<file path="src/rtl/cv32e40x_pkg.sv">
// Shared types and defaults for the register-file write-port arbiter slice.
// The arbiter's optional zero-latency path is selected with CV32E40X_RF_ARB_BYPASS_EN.
package cv32e40x_pkg;

  typedef logic [4:0] rf_addr_t;

  typedef struct packed {
    rf_addr_t    waddr;
    logic [31:0] wdata;
  } xres_entry_t;

  localparam int unsigned RF_ARB_FIFO_DEPTH = 2;

  // One-hot mask of a register index, used for scoreboard set/clear vectors.
  function automatic logic [31:0] rf_onehot(input rf_addr_t addr);
    return 32'b1 << addr;
  endfunction

endpackage

</file>
<file path="src/rtl/cv32e40x_xres_fifo.sv">
// Synchronous FIFO of coprocessor writeback entries; head is visible without popping.
// Push when full and pop when empty are ignored, so the caller may drive them freely.
module cv32e40x_xres_fifo
  import cv32e40x_pkg::*;
#(
  parameter int unsigned DEPTH = RF_ARB_FIFO_DEPTH
) (
  input  logic        clk,
  input  logic        rst_n,
  input  logic        i_push,
  input  xres_entry_t i_data,
  input  logic        i_pop,
  output logic        o_full,
  output logic        o_empty,
  output xres_entry_t o_head
);

  localparam int unsigned AW = $clog2(DEPTH);
  localparam logic [AW:0] FULL_CNT = (AW + 1)'(DEPTH);

  xres_entry_t   r_mem [DEPTH];
  logic [AW-1:0] r_wptr;
  logic [AW-1:0] r_rptr;
  logic [AW:0]   r_count;
  logic          w_push_ok;
  logic          w_pop_ok;

  assign o_full    = (r_count == FULL_CNT);
  assign o_empty   = (r_count == '0);
  assign o_head    = r_mem[r_rptr];
  assign w_push_ok = i_push && !o_full;
  assign w_pop_ok  = i_pop && !o_empty;

  // DEPTH is a power of two, so the pointers wrap by natural overflow.
  always_ff @(posedge clk or negedge rst_n) begin
    if (!rst_n) begin
      r_wptr  <= '0;
      r_rptr  <= '0;
      r_count <= '0;
    end else begin
      if (w_push_ok) r_wptr <= r_wptr + 1'b1;
      if (w_pop_ok)  r_rptr <= r_rptr + 1'b1;
      r_count <= r_count + {{AW{1'b0}}, w_push_ok} - {{AW{1'b0}}, w_pop_ok};
    end
  end

  always_ff @(posedge clk) begin
    if (w_push_ok) r_mem[r_wptr] <= i_data;
  end

endmodule

</file>
<file path="src/rtl/cv32e40x_rf_wport_arbiter.sv">
// Shares the register-file write port between WB (always wins) and buffered XIF results,
// and tracks outstanding offloaded writebacks for ID hazards. Option: CV32E40X_RF_ARB_BYPASS_EN.
module cv32e40x_rf_wport_arbiter
  import cv32e40x_pkg::*;
#(
  parameter int unsigned FIFO_DEPTH = RF_ARB_FIFO_DEPTH
) (
  input  logic        clk,
  input  logic        rst_n,
  input  logic        wb_we_i,
  input  logic [4:0]  wb_waddr_i,
  input  logic [31:0] wb_wdata_i,
  input  logic        xres_valid_i,
  output logic        xres_ready_o,
  input  logic        xres_we_i,
  input  logic [4:0]  xres_rd_i,
  input  logic [31:0] xres_data_i,
  input  logic        xres_exc_i,
  input  logic        sb_set_i,
  input  logic [4:0]  sb_set_addr_i,
  input  logic [4:0]  rs1_addr_i,
  input  logic [4:0]  rs2_addr_i,
  input  logic [4:0]  rd_addr_i,
  output logic        hazard_o,
  output logic        pending_o,
  output logic        xres_exc_o,
  output logic        rf_we_o,
  output logic [4:0]  rf_waddr_o,
  output logic [31:0] rf_wdata_o
);

  logic        w_full;
  logic        w_empty;
  logic        w_accept;
  logic        w_writable;
  logic        w_bypass;
  logic        w_push;
  logic        w_pop;
  xres_entry_t w_head;
  xres_entry_t w_in;
  logic [31:0] w_sb_set;
  logic [31:0] w_sb_clr;
  logic [31:0] r_sb;
  logic        r_exc;

  // Handshake: a result transfers on a cycle where xres_valid_i && xres_ready_o;
  // ready depends only on FIFO occupancy, never on xres_valid_i.
  assign xres_ready_o = !w_full;
  assign w_accept     = xres_valid_i && !w_full;
  assign w_writable   = xres_we_i && !xres_exc_i && (xres_rd_i != 5'd0);

`ifdef CV32E40X_RF_ARB_BYPASS_EN
  assign w_bypass = w_accept && w_writable && w_empty && !wb_we_i;
`else
  assign w_bypass = 1'b0;
`endif

  assign w_push     = w_accept && w_writable && !w_bypass;
  assign w_pop      = !wb_we_i && !w_empty;
  assign w_in.waddr = xres_rd_i;
  assign w_in.wdata = xres_data_i;

  cv32e40x_xres_fifo #(
    .DEPTH (FIFO_DEPTH)
  ) u_fifo (
    .clk     (clk),
    .rst_n   (rst_n),
    .i_push  (w_push),
    .i_data  (w_in),
    .i_pop   (w_pop),
    .o_full  (w_full),
    .o_empty (w_empty),
    .o_head  (w_head)
  );

  always_comb begin
    rf_we_o    = 1'b0;
    rf_waddr_o = '0;
    rf_wdata_o = '0;
    if (wb_we_i) begin
      rf_we_o    = 1'b1;
      rf_waddr_o = wb_waddr_i;
      rf_wdata_o = wb_wdata_i;
    end else if (!w_empty) begin
      rf_we_o    = 1'b1;
      rf_waddr_o = w_head.waddr;
      rf_wdata_o = w_head.wdata;
    end else if (w_bypass) begin
      rf_we_o    = 1'b1;
      rf_waddr_o = xres_rd_i;
      rf_wdata_o = xres_data_i;
    end
  end

  // A pop and a dropped/bypassed result can clear two different bits in one cycle.
  always_comb begin
    w_sb_set = '0;
    w_sb_clr = '0;
    if (sb_set_i) w_sb_set = rf_onehot(sb_set_addr_i);
    if (w_pop) w_sb_clr = w_sb_clr | rf_onehot(w_head.waddr);
    if (w_accept && (!w_writable || w_bypass)) w_sb_clr = w_sb_clr | rf_onehot(xres_rd_i);
  end

  always_ff @(posedge clk or negedge rst_n) begin
    if (!rst_n) begin
      r_sb  <= '0;
      r_exc <= 1'b0;
    end else begin
      r_sb  <= ((r_sb & ~w_sb_clr) | w_sb_set) & ~32'h1;
      r_exc <= w_accept && xres_exc_i;
    end
  end

  assign hazard_o   = r_sb[rs1_addr_i] | r_sb[rs2_addr_i] | r_sb[rd_addr_i];
  assign pending_o  = (r_sb != '0) || !w_empty;
  assign xres_exc_o = r_exc;

endmodule
</file>
<file path="config.mk">
export PLATFORM = sky130hd
export DESIGN_NAME = cv32e40x_rf_wport_arbiter
export DESIGN_NICKNAME = d
export VERILOG_FILES = /design/src/rtl/cv32e40x_pkg.sv /design/src/rtl/cv32e40x_xres_fifo.sv /design/src/rtl/cv32e40x_rf_wport_arbiter.sv
export SDC_FILE = /design/constraint.sdc
export NUM_CORES = 1
export LEC_CHECK = 0
export ABC_AREA = 1
export CAP_MARGIN = 10
export CORE_ASPECT_RATIO = 0.5
export CORE_MARGIN = 10
export CORE_UTILIZATION = 34
export CTS_BUF_LIST = sky130_fd_sc_hd__clkbuf_4
export CTS_CLUSTER_DIAMETER = 50
export DETAILED_ROUTE_END_ITERATION = 10
export SYNTH_ARGS = -nofsm -noshare
export SYNTH_HDL_FRONTEND = slang
export SYNTH_SLANG_ARGS = --single-unit
</file>
<file path="constraint.sdc">
create_clock -name clk -period 3.4 [get_ports clk]
set_input_delay 0.51 -clock clk [delete_from_list [all_inputs] [get_ports clk]]
set_output_delay 0.51 -clock clk [all_outputs]
set_load 0.005 [all_outputs]
</file>
==> impl_metrics.py, run 1 <==
metrics = {
    "power": {
        "p_comb_share_pct": 39.1,
        "p_leak_nw": 3.23,
        "irDropWorstVdd_v": 0.000170,
        "switching_power_mw": 1.95,
        "internal-power_mw": 2.70,
        "clockPowerShare_pct": 14.0,
        "p_sw_share_pct": 41.9,
        "share_seq_of_total_power_pct": 46.9,
        "power_density_mw_per_mm2": 574,
    },
    "synthesis": {
        "synthesis.nets": 863,
        "synth_top_area_share_pct": 35.5,
        "ys_seq_area_share_pct": 49.9,
        "synthTopCellsByCount": "217 x nand2_1, 105 x nand3_1, 74 x edfxtp_1",
        "synth_area_mm2": 0.00626,
        "synth-edff-count": 74,
        "syn_inst": 760,
        "ys_types": 32,
        "yosys.cell_count.top_type": "nand2_1",
        "yosys_warnings": 0,
        "yosysTopAreaCell": "edfxtp_1",
        "synth_seq_cells": 110,
        "synth.area.top_cells": "edfxtp_1 35%, dfrtp_1 14%, nand2_1 13%",
        "synth.avg_cell_area_um2": 8.24,
        "synth_top_flop_cell": "edfxtp_1",
        "synthArstFlopShare_pct": 32.7,
    },
    "die": {
        "io_pins": 143,
        "num_rows": 34,
        "start_util_pct": 35.3,
        "die-width_um": 212,
        "core_mm2": 0.0177,
        "die_area_mm2": 0.0246,
        "die_y_um": 116,
    },
    "min_path": {
        "holdCritPathClass": "input pin to asynchronous set/reset pin",
    },
    "setup_path": {
        "worst_path_max_delay_cell": "dfrtp_2",
        "rr_worst_depth": 8,
        "critPathArrivalTime_ns": 2.63,
        "cp_max_fo": 21,
        "slowest_delay_ns": 0.79,
        "worstPathCellList": "buf_4 -> mux2i_1 -> o21ai_0 -> clkdlybuf4s50_1",
        "required_ns": 2.89,
        "start_kind": "flip-flop",
        "endpoint_kind": "primary output",
        "crit_type": "flip-flop to primary output",
    },
    "routing": {
        "drc": 0,
        "first_iter_violations": 439,
        "vias": 5891,
        "antenna_left": 0,
        "first_pass_iters": 5,
        "wirelength_mm": 20.4,
        "vias_per_cell": 5.22,
        "wl_per_cell_um": 18.1,
    },
    "place": {
        "finalWeightedCongestion": 0.889,
        "io_buffers": 142,
        "dp_hpwl_mm": 14.9,
        "dpl_cell_area_mm2": 0.00795,
    },
    "cells_and_area": {
        "area_growth_pct": 29.2,
        "drive_gt1_share_pct": 5.48,
        "nNetsFinal": 992,
        "final_area_mm2": 0.00809,
    },
    "clock_tree": {
        "clk_latency_ns": 0.47,
        "cts_made_buffers": 9,
        "cts_root_buf": "clkbuf_4",
        "cts.clk_slew.worst_paths_ns": 0.20,
        "cts.htree.levels": 3,
        "post-cts-setup-buffers": 0,
        "cts_tree": "done",
        "cts.path.max_buffers": 2,
        "cts.sinks": 110,
    },
    "grt": {
        "grt_pass1_vias": 5807,
        "grt_remaining_overflow": 0,
        "grt_pass1_wl_mm": 31.9,
        "grt_antenna_before_repair": 2,
        "track_usage_pct": 16.4,
        "grt_max_degree": 39,
    },
    "timing": {
        "hold_viol": 0,
        "setup_violations": 0,
        "finalSetupTns_ns": 0,
        "rsz0062_at_grt": "false",
        "worstMarginPinSlew_ns": 0.733,
        "max_freq_mhz": 319,
        "finalCritPeriodShare_pct": 92.2,
        "fin_crit_ns": 3.14,
        "fin_skew_ns": 0.0349,
        "max-slew-margin-rel_pct": 51.1,
        "slew_violations": 0,
    },
    "run": {
        "maxCapViolations": 0,
    },
    "outcome": {
        "outcome": "finished, final reports clean",
    },
}
==> sequential cells by signal (all words and copies together) (netlist names) <==
signal	flops
r_sb	31
u_fifo.r_count	2
u_fifo.r_mem	74
u_fifo.r_rptr	1
u_fifo.r_wptr	1
xres_exc_o	1
==> cells by family (layout without fill, tap and decap cells) <==
logic type,after synthesis,in the layout,share of synthesized area (%)
fa+ha+maj,2,2,0.399
mux,32,32,5.11
simple gates,420,420,29.3
flops,110,110,49.9
xor+xnor,4,4,0.559
compound gates,85,85,7.49
other cells,0,1,0
buf+inv,107,241,7.23
==> what timing repair did <==
item / in CTS / in global routing
hold buffers: 0 / 0
setup endpoints to repair: 0 / 37
resized for setup: 0 / 1
==> power groups by stage <==
stage / combinational (mW) / clock, mW / sequential [mW]
2_1_floorplan: 1.20 / 0 / 1.91
6_report: 1.82 / 0.651 / 2.18
3_5_place_dp: 1.82 / 0 / 2.20
4_1_cts: 1.83 / 0.684 / 2.17
3_3_place_gp: 1.80 / 0 / 2.20
5_1_grt: 2.04 / 0.727 / 2.21
==> routing by layer <==
metal | GRT usage, % | vias up | wire length (um)
met1 | 20.1 | 2768 | 8770
met2 | 27.2 | 235 | 9490
met5 | 0 | - | 0
met3 | 5.04 | 38 | 1640
li1 | - | 2850 | -
met4 | 6.04 | 0 | 526
==> cells in the final DEF (no fill, tap or decap), types with 2 or more instances in the layout <==
master	count
a21oi_1	4
buf_12	2
buf_4	17
clkbuf_4	10
clkdlybuf4s50_1	142
clkinvlp_4	2
dfrtp_1	35
edfxtp_1	74
ha_1	2
inv_1	61
inv_2	2
inv_8	2
mux2i_1	32
nand2_1	217
nand3_1	105
nand4_1	22
nor2_1	44
nor2_4	5
nor3_1	13
nor4_1	9
o211ai_1	4
o21ai_0	54
o21ai_1	10
o21ai_2	3
o22ai_1	8
xnor2_1	2
xor2_1	2
==> path summary, 6_finish.rpt <==
path                                    from        endpoint  slack (ns)
setup / recovery               u_fifo.r_rptr  rf_wdata_o[22]        0.26
hold reg to reg                      r_sb[7]         r_sb[7]        0.61
setup reg to reg           u_fifo.r_count[1]        r_sb[16]        0.97
max in group asynchronous              rst_n        r_sb[17]        2.59
min in group clk                  xres_exc_i      xres_exc_o        0.56
hold / removal                         rst_n      xres_exc_o        0.42
==> through the flow <==
stage                     hold WS, ns  total power, mW  setup WS (ns)  std cells  utilization, %
after floorplan                 0.214             3.11          0.326        760               -
after global placement          0.568             4.00          0.364       1112            44.8
after detailed placement        0.579             4.02          0.239       1112            44.8
after CTS                       0.400             4.68         0.0245       1128            45.6
after global routing            0.424             4.97         0.0579       1129            45.6
final                           0.417             4.65          0.265       1129            45.6
==> final cells by class <==
| cell class | count | area, um2 |
|---|---|---|
| Multi-Input combinational cell | 543 | 2700 |
| Clock buffer | 10 | 75.1 |
| Clock inverter | 6 | 63.8 |
| Fill cell | 1750 | 9650 |
| Tap cell | 234 | 293 |
| Antenna cell | 1 | 2.50 |
| Sequential cell | 110 | 3120 |
| Timing Repair Buffer | 161 | 1590 |
| Inverter | 64 | 244 |
==> critical path: cells and delay by family, from the launching register on <==
kind            cells  cell delay, ns
buf+inv             2            0.90
flops               1            0.79
compound gates      1            0.12
mux                 1            0.32
Power figures use the tool's default switching activity.
==> run 2, diff against run 1 <==
--- a/config.mk
+++ b/config.mk
@@ -8,10 +8,11 @@
 export ABC_AREA = 1
 export CAP_MARGIN = 10
 export CORE_ASPECT_RATIO = 0.5
-export CORE_MARGIN = 10
+export CORE_MARGIN = 3
 export CORE_UTILIZATION = 34
 export CTS_BUF_LIST = sky130_fd_sc_hd__clkbuf_4
 export CTS_CLUSTER_DIAMETER = 50
+export CTS_CLUSTER_SIZE = 16
 export DETAILED_ROUTE_END_ITERATION = 10
 export SYNTH_ARGS = -nofsm -noshare
 export SYNTH_HDL_FRONTEND = slang
==> run 2 against run 1 <==
- clock skew decreased by 0.0093 ns
- global-route usage up 3.0 points
- sequential power hardly changed
- setup slack better by 0.092 ns
- critical endpoint is now rf_waddr_o[0]
==> impl_metrics.py, run 2 (synthesized netlist as in run 1, its figures left out) <==
metrics = {
    "outcome": {
        "outcome": "finished, final reports clean",
    },
    "routing": {
        "first_iter_violations": 586,
        "first_pass_iters": 7,
        "vias_per_cell": 5.13,
        "wl_per_cell_um": 17.2,
        "antenna_left": 0,
        "drc": 0,
        "vias": 5782,
        "wirelength_mm": 19.4,
    },
    "grt": {
        "met1_usage_pct": 27.1,
        "use_met3_pct": 4.38,
        "grt.met2_usage_pct": 31.2,
        "grt-busiest-layer": "met2",
        "grt_pass1_vias": 5477,
        "grt_antenna_before_repair": 0,
        "grt_pass1_wl_mm": 30.6,
        "track_usage_pct": 19.5,
        "grt_max_degree": 39,
        "grt_remaining_overflow": 0,
    },
    "place": {
        "io_buffers": 142,
        "finalWeightedCongestion": 0.929,
        "dpl_cell_area_mm2": 0.00793,
        "dp_hpwl_mm": 13.9,
    },
    "timing": {
        "setup_violations": 0,
        "hold_viol": 0,
        "finalSetupTns_ns": 0,
        "max-slew-margin-rel_pct": 54.9,
        "max_freq_mhz": 329,
        "fin_skew_ns": 0.0256,
        "finalCritPeriodShare_pct": 89.5,
        "slew_violations": 0,
        "rsz0062_at_grt": "false",
        "worstMarginPinSlew_ns": 0.677,
        "fin_crit_ns": 3.04,
    },
    "die": {
        "die-width_um": 198,
        "die_area_mm2": 0.0202,
        "num_rows": 34,
        "start_util_pct": 35.4,
        "die_y_um": 102,
        "io_pins": 143,
        "core_mm2": 0.0177,
    },
    "setup_path": {
        "endpoint_kind": "primary output",
        "required_ns": 2.89,
        "worst_path_max_delay_cell": "dfrtp_2",
        "critPathArrivalTime_ns": 2.53,
        "cp_max_fo": 17,
        "crit_type": "flip-flop to primary output",
        "worstPathCellList": "inv_2 -> o21ai_2 -> inv_1 -> o21ai_0 -> clkdlybuf4s50_1",
        "start_kind": "flip-flop",
        "slowest_delay_ns": 0.73,
    },
    "cells_and_area": {
        "largestRegisters": "u_fifo.r_mem x74, r_sb x31, u_fifo.r_count x2",
        "top_register": "u_fifo.r_mem",
        "fin_util_pct": 45.5,
        "final_area_mm2": 0.00806,
        "nNetsFinal": 991,
        "fillCellCount": 1742,
        "layout_commonest_cell": "nand2_1",
        "antenna_cells": 0,
        "area_growth_pct": 28.7,
        "layout_common_cells": "217 x nand2_1, 142 x clkdlybuf4s50_1, 105 x nand3_1",
        "drive_gt1_share_pct": 5.16,
        "largest_register_ffs": 74,
    },
    "clock_tree": {
        "cts.sinks": 110,
        "cts.htree.levels": 3,
        "cts.clk_slew.worst_paths_ns": 0.18,
        "cts_hold_buf": 0,
        "cts_tree": "done",
        "cts_resized": 0,
        "cts_made_buffers": 9,
        "cts_root_buf": "clkbuf_4",
        "post-cts-setup-buffers": 0,
        "clk_latency_ns": 0.47,
        "cts.path.max_buffers": 2,
    },
    "min_path": {
        "holdCritPathClass": "input pin to asynchronous set/reset pin",
    },
    "power": {
        "power_density_mw_per_mm2": 576,
        "p_total_mw": 4.64,
        "p_leak_nw": 3.23,
        "irDropWorstVdd_v": 0.000193,
    },
    "run": {
        "maxCapViolations": 0,
    },
}
## run 2: layout make-up
type                    count  area, um2  area share (%)
well taps                 234        293            3.63
repair buffers            160       1570            19.5
multi-input cells         543       2700            33.5
inverters                  64        240            2.98
flip-flops and latches    110       3120            38.8
clock buffers               9       67.6           0.838
clock inverters             6       62.6           0.776
## run 2: critical path: cells and delay by family (launching register included)
family          cells  cell delay (ns)
compound gates      2             0.48
flops               1             0.73
buf+inv             3             0.84
## run 2: through the flow
stage / setup slack (ns) / cells / hold WS [ns]
2_1_floorplan: 0.326 / 760 / 0.214
3_3_place_gp: 0.459 / 1111 / 0.542
3_5_place_dp: 0.430 / 1111 / 0.569
4_1_cts: 0.293 / 1126 / 0.418
5_1_grt: 0.126 / 1126 / 0.436
6_report: 0.357 / 1126 / 0.426
## run 2: per-layer routing
metal | routed length [um] | part of all wire (%)
met3 | 1590 | 8.2
met5 | 0 | 0
met4 | 243 | 1.3
met2 | 8620 | 44
met1 | 8920 | 46
## run 2: worst paths after layout
check	from	end	slack, ns	cells past startpoint
max in group asynchronous	rst_n	r_sb[1]	2.61	2
worst max register to register	u_fifo.r_rptr	r_sb[1]	1.01	7
worst min-delay path	rst_n	r_sb[20]	0.43	2
min in group clk	xres_exc_i	xres_exc_o	0.58	3
worst max-delay path	u_fifo.r_rptr	rf_waddr_o[0]	0.36	5
worst min register to register	r_sb[2]	r_sb[2]	0.60	2
## run 2: report_power, final
| part | total, mW | internal (mW) | leakage [nW] | switching [mW] |
|---|---|---|---|---|
| Sequential | 2.18 | 1.70 | 1.11 | 0.483 |
| Combinational | 1.82 | 0.833 | 2.05 | 0.989 |
| Clock | 0.643 | 0.169 | 0.0725 | 0.474 |
| Total | 4.64 | 2.70 | 3.23 | 1.95 |
==> run 3, diff against run 2 <==
--- a/config.mk
+++ b/config.mk
@@ -5,7 +5,6 @@
 export SDC_FILE = /design/constraint.sdc
 export NUM_CORES = 1
 export LEC_CHECK = 0
-export ABC_AREA = 1
 export CAP_MARGIN = 10
 export CORE_ASPECT_RATIO = 0.5
 export CORE_MARGIN = 3
==> constraint.sdc (replaced) <==
create_clock -name clk -period 3.8 [get_ports clk]
set_input_delay 0.57 -clock clk [delete_from_list [all_inputs] [get_ports clk]]
set_output_delay 0.57 -clock clk [all_outputs]
set_load 0.005 [all_outputs]
==> run 3 against run 2 <==
- critical path depth up 2
- flip-flop and latch count unchanged
- clock-buffer cell count unchanged
- register-to-register slack better by 0.48 ns
- power down 13%
- global-route usage down 1.6 points
- synthesized cell count down 34%
- die area down 4.5%
- final cell count down 22%
- sequential share of layout area up 1.4 points
- largest power group unchanged
==> impl_metrics.py, run 3 <==
metrics = {
    "cells_and_area": {
        "layout_commonest_cell": "clkdlybuf4s50_1",
        "area_growth_pct": 30.4,
        "drive_gt1_share_pct": 9.61,
        "largestRegisters": "u_fifo.r_mem x74, r_sb x31, u_fifo.r_count x2",
        "fillCellCount": 1603,
        "largest_register_ffs": 74,
        "fin_cells": 873,
        "nNetsFinal": 743,
        "layout_common_cells": "142 x clkdlybuf4s50_1, 74 x edfxtp_1, 55 x o21ai_0",
        "top_register": "u_fifo.r_mem",
    },
    "timing": {
        "worstMarginPinSlew_ns": 0.810,
        "hold_viol": 0,
        "finalSetupTns_ns": 0,
        "max_freq_mhz": 289,
        "fin_skew_ns": 0.0151,
        "fin_crit_ns": 3.46,
        "slew_violations": 0,
        "rsz0062_at_grt": "false",
        "max-slew-margin-rel_pct": 46.0,
        "setup_slack_ns": 0.344,
        "finalCritPeriodShare_pct": 91.0,
        "setup_violations": 0,
    },
    "min_path": {
        "holdCritPathClass": "input pin to asynchronous set/reset pin",
    },
    "clock_tree": {
        "cts.path.max_buffers": 2,
        "cts_hold_buf": 0,
        "cts_root_buf": "clkbuf_4",
        "cts.sinks": 110,
        "cts.htree.levels": 3,
        "clk_latency_ns": 0.46,
        "cts_tree": "done",
        "post-cts-setup-buffers": 0,
        "cts.clk_slew.worst_paths_ns": 0.18,
        "cts_made_buffers": 9,
        "cts_resized": 0,
    },
    "setup_path": {
        "worst_path_max_delay_cell": "clkdlybuf4s50_1",
        "cp-startpoint": "rs1_addr_i[0]",
        "endpoint_kind": "primary output",
        "cp_top_family": "buffers and inverters",
        "crit_top_cell": "clkdlybuf4s50_1",
        "critPathArrivalTime_ns": 2.89,
        "r2r-start": "u_fifo.r_count[1]",
        "crit_type": "input pin to primary output",
        "slowest_delay_ns": 0.65,
        "critical_path_buf_inv_count": 3,
        "worstPathCellList": "clkdlybuf4s50_1 -> mux4_2 -> inv_1 -> a2111oi_0 -> nor3_1 -> nand4_1 -> clkdlybuf4s50_1",
        "cp_max_fo": 10,
        "start_kind": "input pin",
        "required_ns": 3.23,
    },
    "synthesis": {
        "yosysTopAreaCell": "edfxtp_1",
        "synth-edff-count": 74,
        "syn_inst": 498,
        "synth_top_area_share_pct": 37.2,
        "ys_types": 65,
        "synthesis.nets": 601,
        "yosys_warnings": 0,
        "synth.area.top_cells": "edfxtp_1 37%, dfrtp_1 15%, mux2i_1 7.2%",
        "synth_seq_cells": 110,
        "synthTopCellsByCount": "74 x edfxtp_1, 55 x o21ai_0, 52 x nand2_1",
        "ys_seq_area_share_pct": 52.3,
        "synthArstFlopShare_pct": 32.7,
        "yosys.cell_count.top_type": "edfxtp_1",
        "synth_area_mm2": 0.00597,
        "synth.avg_cell_area_um2": 12.0,
        "synth_top_flop_cell": "edfxtp_1",
    },
    "grt": {
        "grt_remaining_overflow": 0,
        "grt_pass1_wl_mm": 27.0,
        "grt_antenna_before_repair": 0,
        "track_usage_pct": 17.9,
        "grt_max_degree": 39,
        "grt_pass1_vias": 4876,
    },
    "routing": {
        "antenna_left": 0,
        "first_iter_violations": 306,
        "vias": 4825,
        "vias_per_cell": 5.53,
        "wirelength_mm": 17.4,
        "wl_per_cell_um": 19.9,
        "first_pass_iters": 5,
        "drc": 0,
    },
    "die": {
        "io_pins": 143,
        "die-width_um": 193,
        "core_mm2": 0.0168,
        "die_area_mm2": 0.0193,
        "start_util_pct": 35.6,
        "num_rows": 33,
        "die_y_um": 99.7,
    },
    "run": {
        "maxCapViolations": 0,
    },
    "place": {
        "pre_cts_ws_ns": 0.322,
        "dp_hpwl_mm": 12.6,
        "io_buffers": 142,
        "finalWeightedCongestion": 0.927,
        "placedCellCount": 856,
    },
    "power": {
        "power_density_mw_per_mm2": 517,
        "p_leak_nw": 2.81,
        "irDropWorstVdd_v": 0.000193,
    },
    "outcome": {
        "outcome": "finished, final reports clean",
    },
}
run 3: changes by cell type after synthesis, moves of 12 or more:
cell / delta
nand4_1: -17
a22o_1: +13
nor2b_1: +14
o221ai_1: +16
inv_1: -54
nand2_1: -165
buf_2: -15
nor2_1: -33
nand3_1: -96
nand2b_1: +12
run 3: stage by stage:
step / area, um2 / power (mW) / utilization, % / hold WS, ns
final: 7780 / 4.02 / 46.4 / 0.496
after detailed placement: 7640 / 3.49 / 45.6 / 0.541
after global placement: 7640 / 3.46 / 45.6 / 0.523
after CTS: 7780 / 4.06 / 46.4 / 0.482
after global routing: 7780 / 4.27 / 46.4 / 0.487
after floorplan: 5970 / 2.70 / - / 0.274
run 3: power by group:
part           internal, mW  switching [mW]  total [mW]
clock                 0.152           0.409       0.560
sequential             1.52           0.492        2.01
combinational         0.842           0.605        1.45
run 3: layout make-up:
class                   count  area, um2  area share (%)
flip-flops and latches    110       3120            40.2
multi-input cells         356       2680            34.4
repair buffers            154       1520            19.6
well taps                 227        284            3.65
clock buffers               9       67.6           0.868
clock inverters             7       66.3           0.852
inverters                   9       33.8           0.434
diodes                      1       2.50          0.0322
run 3: final timing paths:
kind	slack (ns)	depth (start not counted)	end
worst max register to register	1.49	6	r_sb[11]
max in group asynchronous	2.95	2	u_fifo.r_rptr
min in group clk	0.55	1	u_fifo.r_wptr
worst min-delay path	0.50	2	r_sb[11]
worst max-delay path	0.34	7	hazard_o
worst min register to register	0.55	1	u_fifo.r_wptr
run 3: cells by family (layout without fill, tap and decap cells):
| family | after synthesis | in the layout | share of synthesized area, % |
|---|---|---|---|
| and+or+nand+nor | 154 | 154 | 13.8 |
| AOI/OAI and AO/OA | 129 | 129 | 15.3 |
| DFF | 110 | 110 | 52.3 |
| muxes | 67 | 67 | 14.6 |
| buffers and inverters | 32 | 179 | 2.96 |
| xor gates and xnor gates | 4 | 4 | 0.587 |
| adders and majority gates | 2 | 2 | 0.419 |
| other | 0 | 1 | 0 |
run 3: routing by layer:
layer / routed length [um] / vias up / track usage [%] / share of wire, %
met5: 0 / - / 0 / 0
met4: 479 / 0 / 6.39 / 2.8
met3: 1170 / 37 / 4.77 / 6.7
met2: 8280 / 192 / 29.8 / 48
met1: 7440 / 2338 / 22.8 / 43
li1: - / 2258 / - / -
